$ cat src/rtl/data_monitor.sv
// Run-length monitor: tracks repeats of the last accepted sample and queues
// run-start / run-end events in a 2-entry FIFO with a sticky drop flag.
module data_monitor #(
  parameter int WIDTH   = 8,
  parameter int CNT_W   = 8,
  parameter int RUN_LEN = 4
) (
  input  logic             clk,
  input  logic             rst,
  input  logic [WIDTH-1:0] din,
  input  logic             din_valid,
  input  logic             clear,
  output logic             evt_valid,
  input  logic             evt_ready,
  output logic             evt_kind,
  output logic [WIDTH-1:0] evt_data,
  output logic [CNT_W-1:0] evt_len,
  output logic [CNT_W-1:0] run_count,
  output logic             overflow
);

  localparam logic [CNT_W-1:0] RUN_LEN_C = CNT_W'(RUN_LEN);
  localparam logic [CNT_W-1:0] CNT_MAX   = '1;

  typedef enum logic [1:0] {IDLE, TRACK, RUN} state_t;

  state_t           state_reg, state_next;
  logic [WIDTH-1:0] storage_reg, storage_next;
  logic [CNT_W-1:0] count_reg, count_next, count_inc;

  logic             push;
  logic             push_kind;
  logic [WIDTH-1:0] push_data;
  logic [CNT_W-1:0] push_len;

  assign count_inc = count_reg + CNT_W'(1);

  always_comb begin
    state_next   = state_reg;
    storage_next = storage_reg;
    count_next   = count_reg;
    push         = 1'b0;
    push_kind    = 1'b0;
    push_data    = storage_reg;
    push_len     = count_reg;
    if (din_valid) begin
      if (state_reg == IDLE) begin
        storage_next = din;
        count_next   = CNT_W'(1);
        state_next   = TRACK;
      end else if (din == storage_reg) begin
        // Saturated counter stays put; start fires only on the TRACK->RUN step.
        if (count_reg != CNT_MAX) begin
          count_next = count_inc;
          if (state_reg == TRACK && count_inc == RUN_LEN_C) begin
            push       = 1'b1;
            push_len   = RUN_LEN_C;
            state_next = RUN;
          end
        end
      end else begin
        if (state_reg == RUN) begin
          push      = 1'b1;
          push_kind = 1'b1;
        end
        storage_next = din;
        count_next   = CNT_W'(1);
        state_next   = TRACK;
      end
    end
  end

  always_ff @(posedge clk or negedge rst) begin
    if (!rst) begin
      state_reg   <= IDLE;
      storage_reg <= '0;
      count_reg   <= '0;
    end else if (clear) begin
      state_reg   <= IDLE;
      storage_reg <= '0;
      count_reg   <= '0;
    end else begin
      state_reg   <= state_next;
      storage_reg <= storage_next;
      count_reg   <= count_next;
    end
  end

  // Event FIFO: head pointer plus fill level over two entry registers.
  logic             head_reg;
  logic [1:0]       fill_reg, fill_next;
  logic             kind_mem [2];
  logic [WIDTH-1:0] data_mem [2];
  logic [CNT_W-1:0] len_mem  [2];
  logic             overflow_reg;
  logic             pop, full, accept, wr_idx;

  assign pop    = (fill_reg != 2'd0) && evt_ready;
  assign full   = (fill_reg == 2'd2);
  assign accept = push && (!full || pop);
  assign wr_idx = head_reg ^ fill_reg[0];

  always_comb begin
    fill_next = fill_reg;
    case ({accept, pop})
      2'b10:   fill_next = fill_reg + 2'd1;
      2'b01:   fill_next = fill_reg - 2'd1;
      default: fill_next = fill_reg;
    endcase
  end

  generate
    for (genvar gi = 0; gi < 2; gi++) begin : g_entry
      always_ff @(posedge clk or negedge rst) begin
        if (!rst) begin
          kind_mem[gi] <= 1'b0;
          data_mem[gi] <= '0;
          len_mem[gi]  <= '0;
        end else if (!clear && accept && wr_idx == 1'(gi)) begin
          kind_mem[gi] <= push_kind;
          data_mem[gi] <= push_data;
          len_mem[gi]  <= push_len;
        end
      end
    end
  endgenerate

  always_ff @(posedge clk or negedge rst) begin
    if (!rst) begin
      head_reg     <= 1'b0;
      fill_reg     <= 2'd0;
      overflow_reg <= 1'b0;
    end else if (clear) begin
      head_reg     <= 1'b0;
      fill_reg     <= 2'd0;
      overflow_reg <= 1'b0;
    end else begin
      head_reg     <= pop ? ~head_reg : head_reg;
      fill_reg     <= fill_next;
      overflow_reg <= overflow_reg | (push && full && !pop);
    end
  end

  // Outputs are masked to zero whenever the FIFO is empty.
  assign evt_valid = (fill_reg != 2'd0);
  assign evt_kind  = evt_valid & kind_mem[head_reg];
  assign evt_data  = evt_valid ? data_mem[head_reg] : '0;
  assign evt_len   = evt_valid ? len_mem[head_reg] : '0;
  assign run_count = count_reg;
  assign overflow  = overflow_reg;

endmodule
$ cat config.mk
export PLATFORM = sky130hd
export DESIGN_NAME = data_monitor
export DESIGN_NICKNAME = d
export VERILOG_FILES = /design/src/rtl/data_monitor.sv
export SDC_FILE = /design/constraint.sdc
export NUM_CORES = 1
export LEC_CHECK = 0
export CAP_MARGIN = 20
export CELL_PAD_IN_SITES_DETAIL_PLACEMENT = 0
export CELL_PAD_IN_SITES_GLOBAL_PLACEMENT = 1
export CORE_ASPECT_RATIO = 1.25
export CORE_MARGIN = 4
export CORE_UTILIZATION = 39
export DETAILED_ROUTE_END_ITERATION = 12
export PLACE_DENSITY = 0.83
export SLEW_MARGIN = 0
export SYNTH_ARGS = -nofsm -noshare
export SYNTH_HDL_FRONTEND = slang
export SYNTH_SLANG_ARGS = --single-unit
$ cat constraint.sdc
create_clock -name clk -period 3.8 [get_ports clk]
set_input_delay 0.38 -clock clk [delete_from_list [all_inputs] [get_ports clk]]
set_output_delay 0.38 -clock clk [all_outputs]
set_load 0.01 [all_outputs]
==> impl_metrics.ini, run 1 <==
[run_status]
status = finished clean

[setup_path]
cp-start-kind = primary input
reg2reg_from = run_count[0]$_DFFE_PN0P_
r2r_end = len_mem[12]$_DFFE_PN0P_
critPathKind = primary input to register
crit_start = din[7]
cp.required_ns = 4.00
cp_max_fo = 17
worstRegToRegCells = 6
critPathCaptureType = register
ff2ff_setup_slack_ns = 1.27
arrival_ns = 2.75

[clocking]
clockBufferDepth = 2
cts_tree = done
htreeDepth = 2
hold_buffers = 0
cts_resized = 0
path_clk_slew_ns = 0.11
clock-sinks = 56
cts_buffers = 5
post_cts_buffers = 0
clk_latency_ns = 0.31
clock-root-buffer = clkbuf_8

[power_and_ir_drop]
finalPower_mw = 1.09
power_density_mw_per_mm2 = 303
irDropWorstVdd_mv = 0.152
p_leak_nw = 1.60

[yosys]
syn_nets = 280
syn_area_mm2 = 0.00303
synthFlopType = dfrtp_1
synth_edf_count = 0
synth_commonest_cells = dfrtp_1, nor2_1, mux2i_1, mux2_4
ys.warnings.count = 0
synthArstFlopShare_pct = 100
synthCells = 266
yosysMostFrequentCell = dfrtp_1
yosysTopAreaCellShare_pct = 46.3
synth_cell_type_count = 44
ys_seq_area_share_pct = 46.3
synth_top_area_cell = dfrtp_1
ys_ff_latch = 56
avgSynthCellArea_um2 = 11.4
synth_area_leaders = dfrtp_1, mux2i_1, mux2_4

[floorplanning]
dieArea_mm2 = 0.00924
rows = 35
die_y_um = 106
core_area_mm2 = 0.00744
die_w_um = 86.8
io_pins = 40
initial_core_util_pct = 40.7

[route]
viasPerCell = 5.28
dr_total_vias = 2090
avgRoutedWirePerCell_um = 15.6
drc_errors = 0
dr.pass1.iters = 6
drtIter0Drc = 97
wl_um = 6180
antenna_left = 0

[timing]
period_needed_ns = 2.55
setup_viol = 0
finalSetupTns_ns = 0
finClkSkew_ns = 0.0113
worstMarginPinSlew_ns = 0.939
fin_crit_sh_pct = 67.1
report.final.slew_viol_count = 0
relSlewSlack_pct = 36.9
fmax_mhz = 392
finalHoldViolCount = 0
rsz0062_at_grt = no

[final_layout]
final_net_count = 317
antenna_cells = 0
top_regs = data_mem x16, len_mem x16
synthToLayoutAreaGrowth_pct = 18.5
drive_gt1_share_pct = 17.4

[worst_hold_path]
hp-class = primary input to asynchronous set/reset pin

[run]
maxCapViolCount = 0

[grt]
grt-ovfl-total = 0
grt_pass1_vias = 2108
grt_start_max_net_pins = 39
grt_pass1_wl_um = 10400
track_usage_pct = 14.1
antenna_found_initial = 0

[placement]
gp_congestion = 0.797
hpwl_um = 4360
port_buffers = 39
-- critical path, cell delays in order --
cell             delay, ns
clkdlybuf4s50_1       0.46
xnor2_1               0.23
nand4_2               0.24
or2_4                 0.36
o211ai_4              0.67
mux2_2                0.41
-- cell type report --
| cell class | instances | area, µm² |
|---|---|---|
| clock buffers | 5 | 68.8 |
| clock inverters | 3 | 47.5 |
| fillers | 723 | 3860 |
| inverters | 14 | 52.6 |
| multi-input cells | 182 | 1480 |
| flip-flops and latches | 56 | 1400 |
| well taps | 92 | 115 |
| repair buffers | 44 | 423 |
-- report_power, final --
group / internal [mW] / leakage [nW] / switching [mW]
clock: 0.199 / 0.0583 / 0.198
sequential: 0.603 / 0.753 / 0.00931
combinational: 0.0321 / 0.792 / 0.0433
total: 0.834 / 1.60 / 0.251
-- layout by cell type, fill, tap and decap left out, types with 2 or more instances in the layout --
| cell | n |
|---|---|
| a211oi_1 | 5 |
| a21oi_1 | 12 |
| a41oi_1 | 4 |
| and2_1 | 2 |
| and3_1 | 5 |
| and4_1 | 3 |
| buf_4 | 5 |
| clkbuf_8 | 5 |
| clkdlybuf4s50_1 | 38 |
| clkinv_4 | 2 |
| dfrtp_1 | 56 |
| inv_1 | 14 |
| mux2_2 | 14 |
| mux2_4 | 16 |
| mux2i_1 | 29 |
| nand2_1 | 5 |
| nand3_1 | 8 |
| nand4_2 | 2 |
| nor2_1 | 33 |
| nor2b_1 | 3 |
| nor3_1 | 3 |
| o211ai_4 | 2 |
| o21ai_0 | 6 |
| o22ai_1 | 2 |
| xnor2_1 | 9 |
| xor2_1 | 2 |
-- how the worst max path moves through the flow --
stage                                    end  slack [ns]
global route         len_mem[12]$_DFFE_PN0P_        1.12
floorplan           data_mem[10]$_DFFE_PN0P_        1.65
detailed placement   len_mem[11]$_DFFE_PN0P_        0.90
global placement     len_mem[13]$_DFFE_PN0P_        0.96
finish               len_mem[12]$_DFFE_PN0P_        1.25
CTS                  len_mem[12]$_DFFE_PN0P_        1.23
-- per-layer routing --
metal	GRT usage, %	vias up	wire length [µm]
met1	18.8	1038	2790
met5	0	-	0
met4	4.68	0	97
li1	-	1015	-
met3	2.09	6	178
met2	23.2	31	3110
-- cell families after synthesis --
group                    share of synthesized area (%)
AND/OR/NAND/NOR                                   11.9
AO/OA/AOI/OAI                                     10.6
multiplexers                                      22.7
adder cells (fa/ha/maj)                          0.413
flip-flops                                        46.3
XOR/XNOR                                          3.18
buffers and inverters                             4.88
-- per-stage QoR --
stage / util (%) / instance area [µm²] / hold slack [ns] / std cells / setup WS [ns]
after global placement: 46.6 / 3470 / 0.488 / 388 / 0.957
after CTS: 48.2 / 3590 / 0.177 / 396 / 1.23
after floorplan: - / 3030 / 0.0844 / 266 / 1.65
after detailed placement: 46.6 / 3470 / 0.493 / 388 / 0.902
after global routing: 48.2 / 3590 / 0.216 / 396 / 1.12
final: 48.2 / 3590 / 0.159 / 396 / 1.25
(Power assumes the default switching activity.)
==> run 2: changes to the inputs <==
- PLACE_DENSITY: 0.83 -> 0.86
- clock period: 3.8 -> 2.3 ns (I/O delays scaled with it)
==> run 2 against run 1 <==
  * Non-clock buffer count rose by 22
  * Setup slack got worse by 1.1 ns
  * Critical path depth unchanged
  * Critical endpoint is now data_mem[8]$_DFFE_PN0P_
  * Highest routed layer unchanged
==> impl_metrics.ini, run 2 (same netlist as run 1, synthesis figures left out) <==
[run_status]
status = finished clean

[final_layout]
final_net_count = 339
final_cell_mix = dfrtp_1, clkdlybuf4s50_1, nor2_1, mux2i_1, buf_4
multiInputGateArea_mm2 = 0.00148
nFillCells = 668
layout_commonest_cell = dfrtp_1
synthToLayoutAreaGrowth_pct = 25.5
top_regs = data_mem x16, len_mem x16
postLayoutCoreUtil_pct = 51.0
final_design_area_no_fill_mm2 = 0.00380
antenna_cells = 0
stdcell_count = 418
drive_gt1_share_pct = 23.0
regArea_mm2 = 0.00140

[timing]
fin_crit_sh_pct = 91.6
setup_viol = 0
fmax_mhz = 475
relSlewSlack_pct = 58.5
period_needed_ns = 2.11
finClkSkew_ns = 0.00796
finalSetupTns_ns = 0
worstMarginPinSlew_ns = 0.622
finalHoldViolCount = 0
rsz0062_at_grt = no
report.final.slew_viol_count = 0
holdWs_ns = 0.462

[grt]
track_usage_pct = 14.8
grt_start_max_net_pins = 33
grt-ovfl-total = 0
grt_pass1_vias = 2254
antenna_found_initial = 0
grt_pass1_wl_um = 10900

[route]
dr.pass1.iters = 4
viasPerCell = 5.20
dr_total_vias = 2174
drtIter0Drc = 99
wl_um = 6340
avgRoutedWirePerCell_um = 15.2
drc_errors = 0
antenna_left = 0

[setup_path]
cp.required_ns = 2.50
reg2reg_from = run_count[0]$_DFFE_PN0P_
cp-start-kind = register
critPathKind = register to register
cp_max_fo = 9
critPathCaptureType = register
arrival_ns = 2.30
r2r_end = data_mem[8]$_DFFE_PN0P_
worstRegToRegCells = 6
ff2ff_setup_slack_ns = 0.19

[floorplanning]
dieArea_mm2 = 0.00924
rows = 35
io_pins = 40
die_w_um = 86.8
core_area_mm2 = 0.00744
initial_core_util_pct = 40.7
die_y_um = 106

[clocking]
htreeDepth = 2
cts_buffers = 5
clk_latency_ns = 0.31
path_clk_slew_ns = 0.10
clock-sinks = 56
post_cts_buffers = 0
clockBufferDepth = 2
clock-root-buffer = clkbuf_8
cts_tree = done

[run]
maxCapViolCount = 0

[power_and_ir_drop]
power_density_mw_per_mm2 = 450
irDropWorstVdd_mv = 0.285
p_leak_nw = 1.72

[placement]
gp_congestion = 0.778
port_buffers = 39
hpwl_um = 4820
placed_area_mm2 = 0.00369
place_inst = 409

[worst_hold_path]
hp-class = primary input to asynchronous set/reset pin
-- run 2: cell types whose count changed in the layout (fill, tap and decap cells not counted), sizes merged --
cell / change
clkinvlp: +2
bufinv: -1
clkinv: -2
clkbuf: +1
dlygate4sd3: +1
buf: +21
-- run 2: worst max-delay path by stage --
stage | to | cells after the start | slack [ns] | start
after floorplan | data_mem[10]$_DFFE_PN0P_ | 8 | 0.15 | run_count[0]$_DFFE_PN0P_
after global placement | data_mem[8]$_DFFE_PN0P_ | 7 | 0.01 | din[0]
after detailed placement | data_mem[8]$_DFFE_PN0P_ | 7 | -0.03 | din[2]
after CTS | data_mem[8]$_DFFE_PN0P_ | 6 | 0.13 | run_count[0]$_DFFE_PN0P_
after global routing | fill_reg[1]$_DFFE_PN0P_ | 6 | 0.01 | push_data[5]$_DFFE_PN0P_
final | data_mem[8]$_DFFE_PN0P_ | 6 | 0.19 | run_count[0]$_DFFE_PN0P_
-- run 2: what timing repair did --
item                                    in CTS  in global routing
gates resized for setup                      0                  1
hold buffers                                 1                  0
endpoints found under the setup margin       0                  8
hold endpoints to repair                    24                  0
-- run 2: area by class of cell --
| class | count | share of cell area (%) |
|---|---|---|
| Clock inverter | 2 | 0.395 |
| Clock buffer | 6 | 2.17 |
| Inverter | 14 | 1.38 |
| Tap cell | 92 | 3.03 |
| Multi-Input combinational cell | 182 | 38.9 |
| Sequential cell | 56 | 36.9 |
| Timing Repair Buffer | 66 | 17.2 |
-- run 2: report_power, final --
| part | internal, mW | switching [mW] |
|---|---|---|
| Sequential | 0.997 | 0.0155 |
| Combinational | 0.0633 | 0.0739 |
| Clock | 0.244 | 0.314 |
-- run 2: per-stage QoR --
stage                     power [mW]  setup slack [ns]
after CTS                       1.73             0.128
after detailed placement        1.17           -0.0308
after floorplan                 1.09             0.146
after global routing            1.78            0.0142
after global placement          1.17            0.0102
final                           1.71             0.193
-- run 2: routing by layer --
layer	global-route usage, %	vias up	routed length (µm)	share of wire, %
li1	-	1057	-	-
met1	19.1	1076	2850	45
met2	25.0	31	3190	50
met3	2.25	10	168	2.7
met4	5.01	0	128	2.0
met5	0	-	0	0
-- run 2: worst max-delay path, cell delays in order, from the launching register on --
cell and delay [ns]:
dfrtp_1 0.44, and3_1 0.29, and4_1 0.20, o21a_2 0.29, o211ai_4 0.26, buf_12 0.18, mux2_2 0.33
